File: config.mk
export PLATFORM = sky130hd
export DESIGN_NAME = sct_state_seq
export DESIGN_NICKNAME = d
export VERILOG_FILES = /design/src/rtl/sct_pkg.sv /design/src/rtl/sct_settle_cnt.sv /design/src/rtl/sct_state_seq.sv
export SDC_FILE = /design/constraint.sdc
export NUM_CORES = 1
export LEC_CHECK = 0
export CAP_MARGIN = 20
export CORE_ASPECT_RATIO = 0.7
export CORE_MARGIN = 3
export CORE_UTILIZATION = 35
export CTS_CLUSTER_DIAMETER = 100
export DETAILED_ROUTE_END_ITERATION = 12
export DONT_BUFFER_PORTS = 1
export HOLD_SLACK_MARGIN = 0.08
export SLEW_MARGIN = 10
export SYNTH_ARGS = -nofsm -noshare
export SYNTH_HDL_FRONTEND = slang
export SYNTH_SLANG_ARGS = --single-unit
export TNS_END_PERCENT = 20
File: constraint.sdc
create_clock -name clk_pad -period 1.9 [get_ports clk_pad]
set_input_delay 0.285 -clock clk_pad [delete_from_list [all_inputs] [get_ports clk_pad]]
set_output_delay 0.285 -clock clk_pad [all_outputs]
set_load 0.01 [all_outputs]
File: src/rtl/sct_pkg.sv
// Shared types and constants for the sct state sequencer.
package sct_pkg;

  localparam int SCT_WIDTH = 8;

  typedef enum logic [1:0] {
    SCT_IDLE    = 2'd0,
    SCT_SETTLE  = 2'd1,
    SCT_COMMIT  = 2'd2,
    SCT_WAITLOW = 2'd3
  } sct_seq_state_e;

  localparam logic [SCT_WIDTH-1:0] SCT_ALL_ONES = '1;

endpackage

File: src/rtl/sct_settle_cnt.sv
// 4-bit loadable down-counter that times the settle window; zero flags expiry.
module sct_settle_cnt (
  input  logic       clk,
  input  logic       rst_n,
  input  logic       clr,
  input  logic       load,
  input  logic [3:0] load_val,
  input  logic       dec,
  output logic       zero
);

  logic [3:0] cnt;

  always_ff @(posedge clk or negedge rst_n) begin
    if (!rst_n) begin
      cnt <= 4'd0;
    end else if (clr) begin
      cnt <= 4'd0;
    end else if (load) begin
      cnt <= load_val;
    end else if (dec && (cnt != 4'd0)) begin
      cnt <= cnt - 4'd1;
    end
  end

  assign zero = (cnt == 4'd0);

endmodule

File: src/rtl/sct_state_seq.sv
// State register for the sct comb block: holds the state word, advances it
// from ns_pad under a req/ack handshake, with global clear, load and wrap flag.
module sct_state_seq
  import sct_pkg::*;
#(
  parameter int WIDTH  = SCT_WIDTH,
  parameter int SETTLE = 1
) (
  input  logic             clk_pad,
  input  logic             rst_n_pad,
  input  logic             g0_pad,
  input  logic             step_req,
  output logic             step_ack,
  input  logic             load_pad,
  input  logic [WIDTH-1:0] load_val,
  input  logic [WIDTH-1:0] ns_pad,
  output logic [WIDTH-1:0] state_q,
  output logic             busy,
  output logic             wrap
);

  localparam logic [3:0]       SETTLE_LD = 4'(SETTLE - 1);
  localparam logic [WIDTH-1:0] ALL_ONES  = '1;

  sct_seq_state_e fsm;
  logic           cnt_clr;
  logic           cnt_load;
  logic           cnt_dec;
  logic           cnt_zero;

  // Counter is armed on the same edge that accepts a request in IDLE.
  assign cnt_clr  = !g0_pad;
  assign cnt_load = g0_pad && (fsm == SCT_IDLE) && !load_pad && step_req;
  assign cnt_dec  = g0_pad && (fsm == SCT_SETTLE);

  sct_settle_cnt u_settle_cnt (
    .clk      (clk_pad),
    .rst_n    (rst_n_pad),
    .clr      (cnt_clr),
    .load     (cnt_load),
    .load_val (SETTLE_LD),
    .dec      (cnt_dec),
    .zero     (cnt_zero)
  );

  always_ff @(posedge clk_pad or negedge rst_n_pad) begin
    if (!rst_n_pad) begin
      fsm      <= SCT_IDLE;
      state_q  <= '0;
      step_ack <= 1'b0;
      wrap     <= 1'b0;
    end else begin
      step_ack <= 1'b0;
      wrap     <= 1'b0;
      if (!g0_pad) begin
        // Clear aborts any in-flight step; it is never acked.
        fsm     <= SCT_IDLE;
        state_q <= '0;
      end else begin
        case (fsm)
          SCT_IDLE: begin
            if (load_pad) begin
              state_q <= load_val;
            end else if (step_req) begin
              fsm <= SCT_SETTLE;
            end
          end
          SCT_SETTLE: begin
            if (cnt_zero) fsm <= SCT_COMMIT;
          end
          SCT_COMMIT: begin
            state_q  <= ns_pad;
            step_ack <= 1'b1;
            wrap     <= (state_q == ALL_ONES) && (ns_pad == '0);
            fsm      <= SCT_WAITLOW;
          end
          SCT_WAITLOW: begin
            if (!step_req) fsm <= SCT_IDLE;
          end
          default: fsm <= SCT_IDLE;
        endcase
      end
    end
  end

  assign busy = (fsm == SCT_SETTLE) || (fsm == SCT_COMMIT);

endmodule

==> impl_metrics.py, run 1 <==
metrics = {
    "placement": {
        "port_buffers": 0,
        "place_congestion": 0.801,
        "place_hpwl_microns": 1560,
        "place_worst_setup_slack_ns": 0.220,
    },
    "critical_path": {
        "cp_top_family": "adder cells",
        "cpPeakStageDelay_ns": 0.47,
        "r2r_slack_ns": 0.21,
        "end_kind": "register",
        "required_ns": 2.09,
        "crit_chain": "inv_1 -> ha_1 -> mux2i_2 -> nand2_1 -> nand3_1 -> nand2_1",
        "crit_top_cell": "nand2_1",
        "reg2reg_depth": 6,
        "critPathSlowestCell": "ha_1",
        "crit_fanout": 11,
        "r2r_end": "state_q[6]",
        "crit_start": "fsm[0]",
        "startpoint_type": "register",
        "reg2reg_from": "fsm[0]",
        "arrival_ns": 1.88,
        "cp.buffers_inverters": 1,
        "worstSetupPathType": "reg2reg",
    },
    "die": {
        "die_area_sq_um": 3360,
        "core_sq_um": 2510,
        "rows": 15,
        "die_y_microns": 49.4,
        "die-width_microns": 68.0,
        "io-pin-count": 32,
        "start_util": 0.374,
    },
    "worst_hold_path": {
        "hold_path_end": "state_q[0]",
        "worstHoldPathCells": 2,
        "hold_start": "g0_pad",
        "hp-class": "in2reg",
    },
    "run": {
        "max_cap_violations": 0,
    },
    "timing": {
        "worst_pin_slew_ns": 0.707,
        "max_freq_ghz": 0.592,
        "holdWs_ns": 0.155,
        "hold_viol_final": 0,
        "period_needed_ns": 1.69,
        "finalSetupTns_ns": 0,
        "finalCritPeriodShare": 0.889,
        "finalSetupViolCount": 0,
        "rsz0062_at_grt": "false",
        "maxSlewHeadroom": 0.527,
        "drv_slew": 0,
        "clock_skew_ns": 0.00463,
        "setup_ws_ns": 0.211,
    },
    "layout": {
        "final_common_cell": "nand3_1",
        "antennaDiodeCount": 0,
        "area_growth_pct": 11.6,
        "nets": 131,
        "layout_common_cells": "nand3_1, dfrtp_1, nand2_1",
        "drive_gt1_frac": 0.167,
    },
    "yosys": {
        "synth_cell_types": 25,
        "synth_warnings": 0,
        "syn_inst": 98,
        "synth_nets": 126,
        "synth_top_area_frac": 0.426,
        "yosys.area.top_type": "dfrtp_1",
        "synth_area_per_cell_sq_um": 9.60,
        "ys_ff_latch": 16,
        "syn_area_sq_um": 941,
        "netlist_top_cells_area": "dfrtp_1, mux2_2, nand3_1, ha_1, nand2_1",
        "ys_seq_area_frac": 0.426,
    },
    "grt": {
        "grt_pass1_wl_microns": 3400,
        "grt_max_degree": 25,
        "first_global_vias": 717,
        "antenna_found_initial": 0,
        "grt_use_total": 0.137,
        "grt_overflow": 0,
    },
    "power_and_ir_drop": {
        "ir_worst_vdd_uv": 490,
        "p_per_area_nw_per_um2": 1110,
        "p_leak_nw": 0.472,
    },
    "drt": {
        "drc": 0,
        "drt-total-wl_microns": 2010,
        "wl_per_cell_microns": 14.8,
        "dr.pass1.iters": 4,
        "vias_per_cell": 5.15,
        "num_vias": 701,
        "final_antenna_net_count": 0,
        "drt_iter0_drc": 57,
    },
    "clock_network": {
        "insertion_delay_ns": 0.25,
        "cts_sinks": 16,
        "clk_pin_slew_worst_paths_ns": 0.06,
        "h-tree-depth": 1,
        "cts_setup_buffers": 0,
        "cts_tree": "built",
        "post_cts_resized": 0,
        "cts_buffer_depth": 2,
        "ctsRootBufferMaster": "clkbuf_8",
        "numCtsBuffers": 3,
    },
    "outcome": {
        "status": "finished, final reports clean",
    },
}
## metal layers
layer,vias up,wire [microns],GRT usage,part of all wire
met2,20,835,0.174,0.42
met1,327,1030,0.207,0.51
met5,-,0,0,0
met3,0,146,0.0645,0.073
met4,0,0,0.0297,0
li1,354,-,-,-
## worst max-delay path by stage
stage / cells after the start / endpoint / slack, ns
3_3_place_gp: 6 / state_q[0] / 0.25
2_1_floorplan: 6 / state_q[0] / 0.31
3_5_place_dp: 6 / state_q[2] / 0.22
6_report: 6 / state_q[6] / 0.21
5_1_grt: 6 / state_q[6] / 0.04
4_1_cts: 6 / state_q[0] / 0.21
## cell type report
class                      count  area (sq um)
clock buffer                   4          55.1
inverter                       5          18.8
sequential                    16           400
multi-input combinational     74           508
fill                         258          1470
timing repair buffer           3          25.0
tap                           34          42.5
## cells by family after synthesis
kind of cell               share of synthesized area
buffers and inverters                         0.0346
DFF                                            0.426
xor gates and xnor gates                      0.0186
adders and majority gates                     0.0931
AOI/OAI and AO/OA                             0.0439
muxes                                          0.122
and+or+nand+nor                                0.262
## Yosys cell counts
| library cell | number |
|---|---|
| a21oi_1 | 2 |
| a22o_1 | 1 |
| and2_1 | 1 |
| buf_2 | 2 |
| clkbuf_1 | 1 |
| dfrtp_1 | 16 |
| ha_1 | 7 |
| inv_1 | 5 |
| mux2_2 | 9 |
| mux2i_2 | 1 |
| nand2_1 | 13 |
| nand2b_2 | 1 |
| nand3_1 | 18 |
| nand4_1 | 1 |
| nand4b_1 | 1 |
| nor2_1 | 4 |
| nor3_1 | 1 |
| nor3b_1 | 2 |
| nor4_1 | 1 |
| nor4b_1 | 1 |
| o21ai_0 | 3 |
| o21bai_1 | 1 |
| or3_1 | 2 |
| or4_1 | 2 |
| xnor2_1 | 2 |
## sequential cells by signal (all words and copies together) (netlist names)
register          count
step_ack              1
u_settle_cnt.cnt      4
wrap                  1
state_q               8
fsm                   2
## stage by stage
stage,std cells,utilization,instance area [sq um],power (W)
after global routing,136,0.417,1050,0.00125
after floorplan,98,-,941,0.000772
after global placement,131,0.392,985,0.000850
final,136,0.417,1050,0.00116
after CTS,136,0.417,1050,0.00117
after detailed placement,131,0.392,985,0.000863
## power by group
| group | switching [W] | internal [W] | total, W | leakage, nW |
|---|---|---|---|---|
| clock | 0.000116 | 0.000184 | 0.000299 | 0.0288 |
| combinational | 0.000201 | 0.000164 | 0.000365 | 0.229 |
| sequential | 0.0000909 | 0.000405 | 0.000496 | 0.214 |
## timing repair
action	4_1_cts	5_1_grt
setup endpoints to repair	0	0
endpoints found under the hold margin	16	0
hold buffers	1	0
No activity file was read; power rests on OpenSTA's default activity.
==> inputs of run 2 (changes only) <==
CAP_MARGIN = not set   (was 20)
==> results of run 2 <==
Final layout, timing and power as in run 1 (identical DEF).
==> inputs of run 3 (changes only) <==
ABC_AREA = 1   (was not set)
CORE_MARGIN = 2   (was 3)
==> impl_metrics.py, run 3 <==
metrics = {
    "timing": {
        "finalSetupViolCount": 0,
        "setup_ws_ns": 0.322,
        "finalSetupTns_ns": 0,
        "finalCritPeriodShare": 0.830,
        "worst_pin_slew_ns": 0.713,
        "rsz0062_at_grt": "false",
        "maxSlewHeadroom": 0.523,
        "drv_slew": 0,
        "max_freq_ghz": 0.634,
        "hold_viol_final": 0,
        "period_needed_ns": 1.58,
        "clock_skew_ns": 0.00184,
    },
    "layout": {
        "largestRegisters": "state_q (8), u_settle_cnt.cnt (4), fsm (2)",
        "stdcell_area_sq_um": 1120,
        "area_growth_pct": 8.38,
        "antennaDiodeCount": 0,
        "largest_reg_flops": 8,
        "final_common_cell": "nand2_1",
        "layout_common_cells": "nand2_1, inv_1, nand3_1",
        "largest-register": "state_q",
        "drive_gt1_frac": 0.122,
        "nets": 168,
    },
    "placement": {
        "place_congestion": 0.762,
        "place_hpwl_microns": 1710,
        "dpl-instance-area_sq_um": 1050,
        "place_worst_setup_slack_ns": 0.340,
        "port_buffers": 0,
    },
    "clock_network": {
        "cts_sinks": 16,
        "insertion_delay_ns": 0.25,
        "post_cts_resized": 0,
        "cts_tree": "built",
        "numCtsBuffers": 3,
        "h-tree-depth": 1,
        "cts_buffer_depth": 2,
        "clk_pin_slew_worst_paths_ns": 0.06,
        "ctsRootBufferMaster": "clkbuf_8",
        "cts_setup_buffers": 0,
    },
    "yosys": {
        "syn_inst": 137,
        "async_flop_share": 1.00,
        "yosys-top-cells-count": "nand2_1, inv_1, nand3_1",
        "yosysMostFrequentCell": "nand2_1",
        "synth_cell_types": 20,
        "synth_ff_type": "dfrtp_1",
        "ys_seq_area_frac": 0.389,
        "ys_ff_latch": 16,
        "synth_warnings": 0,
        "synth_nets": 165,
        "yosys.area.top_type": "dfrtp_1",
        "synth_top_area_frac": 0.389,
        "netlist_top_cells_area": "dfrtp_1, nand2_1, nand3_1, ha_1, inv_1",
        "synth_area_per_cell_sq_um": 7.52,
        "synth_edf_count": 0,
        "syn_area_sq_um": 1030,
    },
    "drt": {
        "final_antenna_net_count": 0,
        "drt-total-wl_microns": 2210,
        "dr.pass1.iters": 6,
        "drt_iter0_drc": 94,
        "num_vias": 874,
        "drc": 0,
        "vias_per_cell": 4.99,
        "wl_per_cell_microns": 12.6,
    },
    "power_and_ir_drop": {
        "ir_worst_vdd_uv": 732,
        "p_leak_nw": 0.596,
        "p_per_area_nw_per_um2": 1190,
    },
    "die": {
        "io-pin-count": 32,
        "start_util": 0.367,
        "die_y_microns": 49.4,
        "die_area_sq_um": 3400,
        "core_sq_um": 2800,
        "rows": 16,
        "die-width_microns": 68.8,
    },
    "grt": {
        "grt_max_degree": 19,
        "grt_pass1_wl_microns": 3620,
        "grt_overflow": 0,
        "first_global_vias": 787,
        "grt_use_total": 0.141,
        "antenna_found_initial": 0,
    },
    "run": {
        "max_cap_violations": 0,
    },
    "critical_path": {
        "crit_chain": "inv_1 -> ha_1 -> inv_2 -> nand2_2 -> o21ai_4 -> inv_2 -> nand2_1 -> o21ai_2",
        "end_kind": "register",
        "worstSetupPathType": "reg2reg",
        "arrival_ns": 1.71,
        "critPathSlowestCell": "dfrtp_1",
        "crit_top_cell": "inv_2",
        "cpPeakStageDelay_ns": 0.40,
        "cp.buffers_inverters": 3,
        "required_ns": 2.03,
        "startpoint_type": "register",
        "crit_fanout": 12,
        "cp_top_family": "flip-flops",
    },
    "worst_hold_path": {
        "hp-class": "in2reg",
    },
    "outcome": {
        "status": "finished, final reports clean",
    },
}
-- run 3: cell types whose count changed after synthesis, moves of 3 or more --
cell	change
nand4_1	+4
inv_1	+13
inv_2	+3
nor3_1	+3
o21ai_2	+4
nand2_2	+4
mux2_2	-9
nand2_1	+27
-- run 3: area by class of cell --
type                       instances  area [sq um]
multi-input combinational         97           527
sequential                        16           400
timing repair buffer               1          10.0
fill                             300          1690
inverter                          21          78.8
clock buffer                       4          55.1
tap                               36          45.0
-- run 3: kinds of logic (layout without fill, tap and decap cells) --
| group | Yosys count | count (layout) | synth area share |
|---|---|---|---|
| buffers and inverters | 24 | 26 | 0.0996 |
| AND/OR/NAND/NOR | 79 | 79 | 0.345 |
| flip-flops | 16 | 16 | 0.389 |
| AO/OA/AOI/OAI | 11 | 11 | 0.0814 |
| adder cells (fa/ha/maj) | 7 | 7 | 0.0851 |
-- run 3: worst paths after layout --
kind,startpoint,to,slack [ns],cells after the start
max,fsm[0],state_q[7],0.32,8
min,g0_pad,u_settle_cnt.cnt[0],0.18,2
max reg2reg,fsm[0],state_q[7],0.32,8
min reg2reg,fsm[1],fsm[1],0.54,2
max in group asynchronous,rst_n_pad,u_settle_cnt.cnt[1],0.92,1
min in group asynchronous,rst_n_pad,state_q[7],0.53,1
-- run 3: through the flow --
stage	hold slack, ns	utilization	power [W]	instances
global placement	-0.0103	0.375	0.00103	170
finish	0.183	0.398	0.00133	175
floorplan	-0.0106	-	0.000959	137
detailed placement	-0.0104	0.375	0.00104	170
global route	0.188	0.398	0.00146	175
CTS	0.173	0.398	0.00135	175
-- run 3: power by group --
| group | internal [W] | switching [W] | leakage [nW] |
|---|---|---|---|
| clock network | 0.000184 | 0.000111 | 0.0288 |
| logic | 0.000160 | 0.000326 | 0.354 |
| registers | 0.000433 | 0.000117 | 0.213 |
-- run 3: metal layers --
metal	global-route usage	share of wire
met1	0.213	0.50
met2	0.192	0.43
met3	0.0577	0.068
met4	0.0163	0.0036
met5	0	0
-- run 3: repair_timing --
item / 4_1_cts / 5_1_grt
endpoints found under the hold margin: 16 / 0
setup endpoints to repair: 0 / 0
hold buffers: 1 / 0
